File: config.mk
export PLATFORM = sky130hd
export DESIGN_NAME = keypad_scanner
export DESIGN_NICKNAME = d
export VERILOG_FILES = /design/src/rtl/keypad_scanner_pkg.sv /design/src/rtl/keypad_scanner_row_sync.sv /design/src/rtl/keypad_scanner.sv
export SDC_FILE = /design/constraint.sdc
export NUM_CORES = 1
export LEC_CHECK = 0
export BUFFER_PORTS_ARGS = -buffer_cell sky130_fd_sc_hd__buf_2
export CAP_MARGIN = 0
export CELL_PAD_IN_SITES_DETAIL_PLACEMENT = 0
export CELL_PAD_IN_SITES_GLOBAL_PLACEMENT = 1
export CORE_MARGIN = 2
export CORE_UTILIZATION = 45
export CTS_BUF_LIST = sky130_fd_sc_hd__clkbuf_2
export DETAILED_ROUTE_END_ITERATION = 7
export PLACE_DENSITY = 0.88
export SLEW_MARGIN = 20
export SYNTH_ARGS = -nofsm -noshare
export SYNTH_HDL_FRONTEND = slang
export SYNTH_HIERARCHICAL = 1
export SYNTH_SLANG_ARGS = --single-unit
File: constraint.sdc
create_clock -name clk -period 10.5 [get_ports clk]
set_clock_uncertainty 0.1 [all_clocks]
set_input_delay 2.625 -clock clk [delete_from_list [all_inputs] [get_ports clk]]
set_output_delay 2.625 -clock clk [all_outputs]
set_load 0.005 [all_outputs]
File: src/rtl/keypad_scanner_pkg.sv
// Shared keypad geometry, reset column drive and one-hot key codes used by
// the scanner and by every block that consumes key_data.
package keypad_scanner_pkg;

    localparam int KP_ROWS = 4;
    localparam int KP_COLS = 3;
    localparam int KP_KEYS = 12;

    localparam logic [KP_COLS-1:0] KP_COL_RESET = 3'b001;

    localparam logic [KP_KEYS-1:0] KEY_1  = 12'h001;
    localparam logic [KP_KEYS-1:0] KEY_2  = 12'h002;
    localparam logic [KP_KEYS-1:0] KEY_3  = 12'h004;
    localparam logic [KP_KEYS-1:0] KEY_4  = 12'h008;
    localparam logic [KP_KEYS-1:0] KEY_5  = 12'h010;
    localparam logic [KP_KEYS-1:0] KEY_6  = 12'h020;
    localparam logic [KP_KEYS-1:0] KEY_7  = 12'h040;
    localparam logic [KP_KEYS-1:0] KEY_8  = 12'h080;
    localparam logic [KP_KEYS-1:0] KEY_9  = 12'h100;
    localparam logic [KP_KEYS-1:0] KEY_10 = 12'h200;
    localparam logic [KP_KEYS-1:0] KEY_11 = 12'h400;
    localparam logic [KP_KEYS-1:0] KEY_12 = 12'h800;

    // True when exactly one key is set in a frame image.
    function automatic logic is_one_hot(input logic [KP_KEYS-1:0] v);
        int n;
        n = 0;
        for (int i = 0; i < KP_KEYS; i++) begin
            n += int'(v[i]);
        end
        return (n == 1);
    endfunction

endpackage

File: src/rtl/keypad_scanner_row_sync.sv
// Two-flop synchroniser bringing the asynchronous keypad rows into the clk domain.
module row_sync
    import keypad_scanner_pkg::*;
(
    input  logic               clk_i,
    input  logic               rst_i,
    input  logic [KP_ROWS-1:0] row_i,
    output logic [KP_ROWS-1:0] row_o
);

    logic [KP_ROWS-1:0] meta_q;
    logic [KP_ROWS-1:0] sync_q;

    always_ff @(posedge clk_i) begin
        if (rst_i) begin
            meta_q <= '0;
            sync_q <= '0;
        end else begin
            meta_q <= row_i;
            sync_q <= meta_q;
        end
    end

    assign row_o = sync_q;

endmodule

File: src/rtl/keypad_scanner.sv
// 3x4 keypad scanner: column drive, frame assembly, single-key filter and
// frame-level debounce producing a one-hot key_data bus with a new-key pulse.
module keypad_scanner
    import keypad_scanner_pkg::*;
#(
    parameter int SCAN_DIV = 25000,
    parameter int DEBOUNCE = 4
) (
    input  logic               clk,
    input  logic               rst,
    input  logic [KP_ROWS-1:0] key_row,
    output logic [KP_COLS-1:0] key_col,
    output logic [KP_KEYS-1:0] key_data,
    output logic               key_valid
);

    localparam int CNT_W = (SCAN_DIV > 1) ? $clog2(SCAN_DIV) : 1;
    localparam int STB_W = $clog2(DEBOUNCE);
    localparam logic [CNT_W-1:0] CNT_LAST = CNT_W'(SCAN_DIV - 1);
    localparam logic [STB_W-1:0] STB_MAX  = STB_W'(DEBOUNCE - 1);

    logic [KP_ROWS-1:0] row_s;

    logic [CNT_W-1:0]   cnt_q,       cnt_d;
    logic [1:0]         col_q,       col_d;
    logic [KP_KEYS-1:0] frame_q,     frame_d;
    logic [KP_KEYS-1:0] last_cand_q, last_cand_d;
    logic [STB_W-1:0]   stable_q,    stable_d;
    logic               done_q,      done_d;
    logic [KP_KEYS-1:0] key_data_q,  key_data_d;
    logic               key_valid_q, key_valid_d;

    logic               slot_end;
    logic               frame_end;
    logic               update;
    logic [KP_KEYS-1:0] frame_full;
    logic [KP_KEYS-1:0] candidate;

    row_sync u_row_sync (
        .clk_i (clk),
        .rst_i (rst),
        .row_i (key_row),
        .row_o (row_s)
    );

    assign slot_end  = (cnt_q == CNT_LAST);
    assign frame_end = slot_end && (col_q == 2'd2);

    always_ff @(posedge clk) begin
        if (rst) begin
            cnt_q       <= '0;
            col_q       <= '0;
            frame_q     <= '0;
            last_cand_q <= '0;
            stable_q    <= '0;
            done_q      <= 1'b0;
            key_data_q  <= '0;
            key_valid_q <= 1'b0;
        end else begin
            cnt_q       <= cnt_d;
            col_q       <= col_d;
            frame_q     <= frame_d;
            last_cand_q <= last_cand_d;
            stable_q    <= stable_d;
            done_q      <= done_d;
            key_data_q  <= key_data_d;
            key_valid_q <= key_valid_d;
        end
    end

    // Slot timing and frame assembly; the last cycle of each slot latches the rows.
    always_comb begin
        cnt_d      = slot_end ? '0 : cnt_q + CNT_W'(1);
        col_d      = col_q;
        frame_full = frame_q;
        if (slot_end) begin
            col_d = (col_q == 2'd2) ? 2'd0 : col_q + 2'd1;
            for (int r = 0; r < KP_ROWS; r++) begin
                for (int c = 0; c < KP_COLS; c++) begin
                    if (col_q == 2'(c)) begin
                        frame_full[r*KP_COLS + c] = row_s[r];
                    end
                end
            end
        end
        frame_d   = frame_end ? '0 : frame_full;
        candidate = is_one_hot(frame_full) ? frame_full : '0;
    end

    // Debounce bookkeeping at frame end; the output decision follows one cycle later.
    always_comb begin
        last_cand_d = last_cand_q;
        stable_d    = stable_q;
        done_d      = frame_end;
        if (frame_end) begin
            if (candidate == last_cand_q) begin
                stable_d = (stable_q == STB_MAX) ? STB_MAX : stable_q + STB_W'(1);
            end else begin
                last_cand_d = candidate;
                stable_d    = '0;
            end
        end
    end

    always_comb begin
        update      = done_q && (stable_q == STB_MAX) && (last_cand_q != key_data_q);
        key_data_d  = update ? last_cand_q : key_data_q;
        key_valid_d = update && (last_cand_q != '0);
    end

    assign key_col   = KP_COL_RESET << col_q;
    assign key_data  = key_data_q;
    assign key_valid = key_valid_q;

endmodule

# [After elaboration in Yosys (flattened, before gate mapping)]
# Cells that the tools add are included.
[totals] register_bits=65 output_inout_bits=16 word_cells=59
[classes] n_addsub=14 eq_ne=7 shifts=1 n_mux=17 bitwise=1 n_reduce_logical=9
[op_table] op="$mux W12" n=2
[op_table] op="$add A15 B1 Y15 const B" n=1
[op_table] op="$eq A15 B15 Y1 const B" n=1
[op_table] op="$add A11 B1 Y12" n=1
[op_table] op="$eq A12 B1 Y1 const B" n=1
[op_table] op="$eq A12 B12 Y1" n=1
[op_table] op="$mux W1" n=12
[op_table] op="$ne A12 B12 Y1" n=1
[op_table] op="$reduce_bool A12 Y1" n=1
[op_table] op="$add A10 B1 Y11" n=1
[op_table] op="$add A9 B1 Y10" n=1
[op_table] op="$add A8 B1 Y9" n=1
[op_table] op="$add A7 B1 Y8" n=1
[op_table] op="$add A6 B1 Y7" n=1
[op_table] op="$add A5 B1 Y6" n=1
[op_table] op="$mux W2" n=3
[op_table] op="$add A4 B1 Y5" n=1
[op_table] op="$add A2 B1 Y2 const B" n=2
[op_table] op="$add A3 B1 Y4" n=1
[op_table] op="$eq A2 B2 Y1 const B" n=2
[op_table] op="$logic_and A1 B1 Y1" n=4
[op_table] op="$reduce_or A2 Y1" n=2
[op_table] op="$add A2 B1 Y3" n=1
[op_table] op="$shl A1 B2 Y3 const A" n=1
[op_table] op="5 further kinds" n=5

# [Longest topological paths before layout]
# Gate-level depths: netlist of the first run.
[logic_depth] depth_word=19 depth_mapped=24 ltp_nobuf=21

# [Hierarchy]
# Netlist of the first run, hierarchy kept.
[modules_own_cells] mod="keypad_scanner" instances=1 cells_each=339 area_each_um2=3047.9 seq_area_each_um2=1141.1
[modules_own_cells] mod="row_sync" instances=1 cells_each=16 area_each_um2=210.2 seq_area_each_um2=160.2

# [Least setup slack after synthesis of the first run]
# No wires, ideal clock.
[synth_timing] kind="register -> register" start="register cnt_q[0]" end="register last_cand_q[10]" arrival_time_ps=5958 required_ps=10283 setup_slack_ps=4324 stages_incl_launch_ff=25 synth_period_minus_slack_ps=6176 cell_sequence="dfxtp_1 ha_1 and4b_1 nand4_1 buf_2 mux2_2 inv_1 fa_1 fa_1 fa_1 inv_1 fa_1 ha_1 inv_1 fa_1 nor2b_1 a31oi_1 or2_2 clkbuf_1 a21oi_1 or3_1 a211oi_2 nand2_1 buf_6 a32o_1"
[synth_via] elab_chain_cells=18 word_cells_on_any_way=19 cone_classes="11 x add/sub; 3 x eq/ne; 2 x mux; 1 x bitwise; 2 x reduce/logical"
[synth_lines] element="start: declaration" line="keypad_scanner.sv:24" source="logic [CNT_W-1:0] cnt_q, cnt_d;"
[synth_lines] element="start signal: assignment" line="keypad_scanner.sv:60" source="cnt_q <= cnt_d;"
[synth_lines] element="$eq A15 B15 Y1 *" line="keypad_scanner.sv:46" source="assign slot_end = (cnt_q == CNT_LAST);"
[synth_lines] element="$mux W12" line="keypad_scanner.sv:76" source="if (slot_end) begin"
[synth_lines] element="$add A1 B1 Y2" line="keypad_scanner_pkg.sv:29" source="n += int'(v[i]);"
[synth_lines] element="$add A2 B1 Y3" line="keypad_scanner_pkg.sv:29"
[synth_lines] element="$add A3 B1 Y4" line="keypad_scanner_pkg.sv:29"
[synth_lines] element="$add A4 B1 Y5" line="keypad_scanner_pkg.sv:29"
[synth_lines] element="$add A5 B1 Y6" line="keypad_scanner_pkg.sv:29"
[synth_lines] element="$add A6 B1 Y7" line="keypad_scanner_pkg.sv:29"
[synth_lines] element="(+2 left out)"
[synth_lines] element="$add A9 B1 Y10" line="keypad_scanner_pkg.sv:29"
[synth_lines] element="$add A10 B1 Y11" line="keypad_scanner_pkg.sv:29"
[synth_lines] element="$add A11 B1 Y12" line="keypad_scanner_pkg.sv:29"
[synth_lines] element="$eq A12 B1 Y1" line="keypad_scanner_pkg.sv:31" source="return (n == 1);"
[synth_lines] element="$mux W12" line="keypad_scanner.sv:87" source="candidate = is_one_hot(frame_full) ? frame_full : '0;"
[synth_lines] element="$eq A12 B12 Y1" line="keypad_scanner.sv:96" source="if (candidate == last_cand_q) begin"
[synth_lines] element="$not A1 Y1 (no source line)"
[synth_lines] element="$reduce_and A2 Y1 (no source line)"
[synth_lines] element="end signal: assignment" line="keypad_scanner.sv:63" source="last_cand_q <= last_cand_d;"
[synth_lines] element="end: declaration" line="keypad_scanner.sv:27" source="logic [KP_KEYS-1:0] last_cand_q, last_cand_d;"
# Mark *: on every way between the ends. The rest lies on a longest branch, timed or not.
# A chain may end at the register's enable or synchronous reset.

# [Worst setup path in the final report of the first run]
[layout_timing] start="register cnt_q[0]" end="register last_cand_q[8]"
# Same word-level chain as after synthesis.

==> results of run 1 <==
## cells in the final DEF, fill, tap and decap left out, drive strengths merged, types with 8 or more instances in the layout
cell / instances
clkbuf: 9
mux2i: 15
xor2: 9
dfxtp: 65
nor4: 9
inv: 26
nor2b: 18
buf: 23
nand4: 9
nand2: 16
xnor2: 17
nor2: 48
a21oi: 14
nand3: 8
a32o: 12
## stage by stage
stage	util, %	hold slack [ps]
finish	50.1	359
global route	50.1	372
CTS	50.1	360
detailed placement	48.1	325
global placement	48.1	318
floorplan	-	314
## cell families (layout without fill, tap and decap cells)
group | Yosys count | in the layout | synth area share [%]
adder cells (fa/ha/maj) | 12 | 12 | 6.22
flip-flops | 65 | 65 | 39.9
AND/OR/NAND/NOR | 144 | 144 | 24.3
buffers and inverters | 41 | 65 | 5.07
multiplexers | 21 | 21 | 6.91
XOR/XNOR | 26 | 26 | 6.99
AO/OA/AOI/OAI | 46 | 46 | 10.5
## cell type report
| type | count | area [um^2] |
|---|---|---|
| well taps | 99 | 124 |
| clock buffers | 9 | 45.0 |
| fillers | 709 | 3560 |
| repair buffers | 23 | 120 |
| multi-input cells | 249 | 1790 |
| inverters | 26 | 97.6 |
| flip-flops and latches | 65 | 1300 |
| clock inverters | 7 | 95.1 |
## per-layer routing
| metal | up-vias | GRT usage (%) | routed length (um) |
|---|---|---|---|
| met5 | - | 0 | 0 |
| met4 | 0 | 8.01 | 138 |
| met3 | 11 | 5.54 | 377 |
| met2 | 54 | 27.9 | 3070 |
| met1 | 1197 | 26.0 | 3280 |
| li1 | 1277 | - | - |
## worst max-delay path, delay by kind of cell, from the launching register on
family | cells | cell delay, ps
adder cells (fa/ha/maj) | 7 | 2680
AO/OA/AOI/OAI | 4 | 830
AND/OR/NAND/NOR | 6 | 2100
buffers and inverters | 3 | 230
flip-flops | 1 | 420
multiplexers | 1 | 460
## path summary, 6_finish.rpt
| path | from | to | slack [ps] | cells past startpoint |
|---|---|---|---|---|
| setup / recovery | cnt_q[0]$_SDFF_PP0_ | last_cand_q[8]$_SDFFE_PP0P_ | 3540 | 21 |
| hold / removal | u_row_sync/meta_q[1]$_SDFF_PP0_ | u_row_sync/row_o[1]$_SDFF_PP0_ | 360 | 1 |
| setup reg to reg | cnt_q[0]$_SDFF_PP0_ | last_cand_q[8]$_SDFFE_PP0P_ | 3540 | 21 |
| hold reg to reg | u_row_sync/meta_q[1]$_SDFF_PP0_ | u_row_sync/row_o[1]$_SDFF_PP0_ | 360 | 1 |
## where the power goes
group / switching, mW / leakage (nW) / internal (mW)
Sequential: 0.00211 / 0.526 / 0.249
Clock: 0.0965 / 0.0819 / 0.0786
Combinational: 0.00562 / 0.794 / 0.00295
Total: 0.104 / 1.40 / 0.331
## state kept, by name, summed over array words and instances, names as in the netlist
signal and cells:
stable_q 2, frame_q 12, last_cand_q 12, done_q 1
u_row_sync/row_o 4, key_data 12, u_row_sync/meta_q 4, cnt_q 15
key_valid 1, col_q 2
==> results.ini, run 1 <==
[place]
placed_cell_area_mm2=0.00343
numPortBuffers=21
dp_hpwl_um=5000
placed_cells=462
place_ws_ps=3650
gp_congestion=0.927

[floorplanning]
start_util_pct=45.7
io_pins=22
die_w_um=89.1
rows=31
die-area_mm2=0.00794
fp.dieH_um=89.1
core_mm2=0.00714

[sta]
slew_headroom_pct=52.4
maxSlewViolCount=0
max_freq_mhz=144
rsz0062_at_grt=no
tightest_slew_ps=693
fin_ws_ps=3540
finalHoldViolCount=0
finalCriticalPeriod_ps=6960
fin_tns_setup_ps=0
setup-violations-final=0
period_share_pct=66.3

[global_routing]
grt_pass1_wl_um=11400
antenna_found_initial=0
grt-ovfl-total=0
grt_pass1_vias=2318
track_usage_pct=19.0
grt_max_degree=29

[synthesis]
ys_seq_elements=65
ys_types=50
synth_top_area_share_pct=39.9
synthCells=355
yosysTopAreaCell=dfxtp_1
seq_area_frac_synth_pct=39.9
synthTopCellsByArea=dfxtp_1, nor2_1, xnor2_1
synth_ff_type=dfxtp_1
synth_edf_count=0
synth-async-reset-ratio_pct=0
syn-num-nets=373
yosysWarningCount=6
syn-cell-area_mm2=0.00326
synth_area_per_cell_um2=9.18
yosysMostFrequentCell=dfxtp_1
synth.top_cells.by_count=dfxtp_1, nor2_1, inv_1

[final_layout]
nets=392
final_cells=478
area_delta_synth_final_pct=9.72
antenna-diode-count=0
drive_above_1_share_pct=14.8
design_area_mm2=0.00357

[critical_path]
crit_fanout=14
worstPathCellList=ha_1 -> and4b_1 -> nand4_1 -> mux2_2 -> inv_1 -> fa_1 -> fa_1 -> fa_1 -> inv_1 -> fa_1 -> ha_1 -> inv_1 -> fa_1 -> nor2_1 -> a31oi_1 -> or2_2 -> or4_1 -> o311ai_1 -> o311a_1 -> nand2_1 -> a32o_1
worstSetupPathType=register to register
cp.required_ps=10820
max_stage_delay_ps=490
endpoint_kind=register
critPathMostFrequentCell=fa_1
critical_path.slowest_cell=fa_1
cp.arrival_ps=7280
startpoint_type=register

[power]
power_density_mw_per_mm2=122
peakVddDrop_v=0.0000561
leakagePower_nw=1.40
total_power_mw=0.435

[clocking]
clock_latency_ps=530
ctsResizeCount=0
clockRootBuffer=clkbuf_2
cts_made_buffers=9
cts_hold_buffers=0
clk_pin_slew_ps=200
cts_tree=yes
clk_path_buf_depth=2
cts.sink_count=65
postCtsSetupBuffers=0
htree_levels=3

[route]
wirelength_um=6870
ant_nets=0
dr.pass1.iters=4
drc=0
vias_per_cell=5.31
wl_per_cell_um=14.4
dr.first_iter.drc_count=110
vias=2539

[run]
drv_cap=0

[run_status]
status=complete, no violations

[hold_path]
min_path_type=register to register

Power figures use the tool's default switching activity.
==> run 2, diff against run 1 <==
ABC_AREA = 1   (was unset)
PLACE_DENSITY = 0.92   (was 0.88)
clock period = 6.5 ns   (was 10.5 ns; I/O delays follow)
==> results.ini, run 2 <==
[sta]
fin_ws_ps=567
slew_headroom_pct=49.8
setup-violations-final=0
tightest_slew_ps=748
finalCriticalPeriod_ps=5930
fin_tns_setup_ps=0
finalHoldViolCount=0
maxSlewViolCount=0
period_share_pct=91.3
rsz0062_at_grt=no
max_freq_mhz=169

[route]
dr.first_iter.drc_count=183
ant_nets=0
wl_per_cell_um=12.7
drc=0
vias=3279
vias_per_cell=4.98
dr.pass1.iters=5
wirelength_um=8360

[synthesis]
synthCells=530
syn-cell-area_mm2=0.00359
synth_area_per_cell_um2=6.78
yosysWarningCount=6
ys_seq_elements=65
yosysMostFrequentCell=nand2_1
synth.top_cells.by_count=nand2_1, nor2_1, inv_1
synth_edf_count=0
synth_top_area_share_pct=36.2
synth_ff_type=dfxtp_1
seq_area_frac_synth_pct=36.2
syn-num-nets=548
synthTopCellsByArea=dfxtp_1, nand2_1, nor2_1
synth-async-reset-ratio_pct=0
yosysTopAreaCell=dfxtp_1
ys_types=30

[clocking]
clk_pin_slew_ps=180
clk_path_buf_depth=2
cts.sink_count=65
cts_made_buffers=9
cts_hold_buffers=0
cts_tree=yes
htree_levels=3
clockRootBuffer=clkbuf_2
clock_latency_ps=500

[final_layout]
nets=570
max_flop_register=cnt_q
largest_register_ffs=15
final_common_cell=nand2_1
antenna-diode-count=0
layout_common_cells=nand2_1, inv_1, nor2_1
area_delta_synth_final_pct=7.49
drive_above_1_share_pct=11.7

[floorplanning]
io_pins=22
rows=32
fp.dieH_um=93.3
die-area_mm2=0.00871
start_util_pct=46.5
die_w_um=93.3
core_mm2=0.00773

[critical_path]
crit_fanout=26
critical_path.slowest_cell=fa_1
reg2reg_depth=30
critPathLaunch=cnt_q[0]$_SDFF_PP0_
startpoint_type=register
cp-endpoint=last_cand_q[8]$_SDFFE_PP0P_
r2r_start=cnt_q[0]$_SDFF_PP0_
worstSetupPathType=register to register
critPathMostFrequentCell=nand2_1
cp.arrival_ps=6280
max_stage_delay_ps=550
rr_endpoint=last_cand_q[8]$_SDFFE_PP0P_
cp.required_ps=6850
endpoint_kind=register
rrSetupSlack_ps=570

[global_routing]
track_usage_pct=21.0
grt-ovfl-total=0
grt_pass1_vias=3193
grt_pass1_wl_um=14400
antenna_found_initial=0
grt_max_degree=29

[power]
power_density_mw_per_mm2=160
leakagePower_nw=1.73
peakVddDrop_v=0.0000780

[run_status]
status=complete, no violations

[place]
dp_hpwl_um=6310
place_ws_ps=268
gp_congestion=0.854
numPortBuffers=21

[hold_path]
min_from=u_row_sync/meta_q[1]$_SDFF_PP0_
min_path_type=register to register

[run]
drv_cap=0

==> run 2: cell count changes after synthesis, moves of 6 or more <==
cell	previous run	this run
a21oi_1	14	31
a32o_1	12	0
inv_1	25	74
mux2i_1	14	0
nand2_1	16	117
nand2_2	0	7
nand2b_1	7	0
nand3_1	8	50
nor2_1	48	75
nor2b_1	18	0
o21ai_0	6	28
or3_1	6	0
xnor2_1	17	11
xor2_1	9	3
==> run 2: logic make-up (layout without fill, tap and decap cells) <==
logic type / count (synthesis) / in the layout / share of synthesized area (%)
and+or+nand+nor: 281 / 281 / 34.5
buffers and inverters: 95 / 121 / 11.1
DFF: 65 / 65 / 36.2
AOI/OAI and AO/OA: 63 / 63 / 9.06
xor gates and xnor gates: 14 / 14 / 3.41
adders and majority gates: 12 / 12 / 5.64
==> run 2: power breakdown <==
group          internal [mW]  switching [mW]
registers              0.403         0.00238
clock network         0.0462           0.148
logic                0.00576          0.0124
==> run 2: what timing repair did <==
action | 4_1_cts | 5_1_grt
setup buffers | 0 | 2
gates resized for setup | 0 | 4
endpoints found under the hold margin | 0 | 0
endpoints found under the setup margin | 0 | 14
==> run 2: area by class of cell <==
type                    instances  area, um^2
clock buffers                   9        45.0
well taps                     102         128
fillers                       793        3870
clock inverters                 6        36.3
flip-flops and latches         65        1300
multi-input cells             370        1910
inverters                      80         300
repair buffers                 26         143
==> run 2: worst min-delay path by stage <==
stage                                     end  slack (ps)  cells after the start
2_1_floorplan  u_row_sync/row_o[0]$_SDFF_PP0_         290                      2
3_3_place_gp   u_row_sync/row_o[1]$_SDFF_PP0_         290                      2
3_5_place_dp   u_row_sync/row_o[2]$_SDFF_PP0_         300                      2
4_1_cts        u_row_sync/row_o[2]$_SDFF_PP0_         320                      2
5_1_grt        u_row_sync/row_o[2]$_SDFF_PP0_         330                      2
6_report       u_row_sync/row_o[1]$_SDFF_PP0_         320                      2
==> run 2: metal layers <==
metal  wire [um]  global-route usage (%)
met1        3850                    26.9
met2        4110                    35.3
met4         107                    8.82
met5           0                       0
met3         289                    2.90
==> run 2: critical path, delay by kind of cell (launching register included) <==
| family | cells | cell delay (ps) |
|---|---|---|
| adders and majority gates | 7 | 2820 |
| buffers and inverters | 5 | 640 |
| and+or+nand+nor | 17 | 1820 |
| DFF | 1 | 400 |
| AOI/OAI and AO/OA | 1 | 90 |
==> run 2: metrics by stage <==
stage          std cells  utilization [%]  hold WS, ps  power, mW  instance area, um^2
4_1_cts              656             49.5          318      0.624                 3830
5_1_grt              658             50.0          328      0.646                 3860
2_1_floorplan        530                -          288      0.426                 3590
6_report             658             50.0          316      0.617                 3860
3_5_place_dp         641             48.5          296      0.432                 3750
3_3_place_gp         641             48.5          293      0.432                 3750
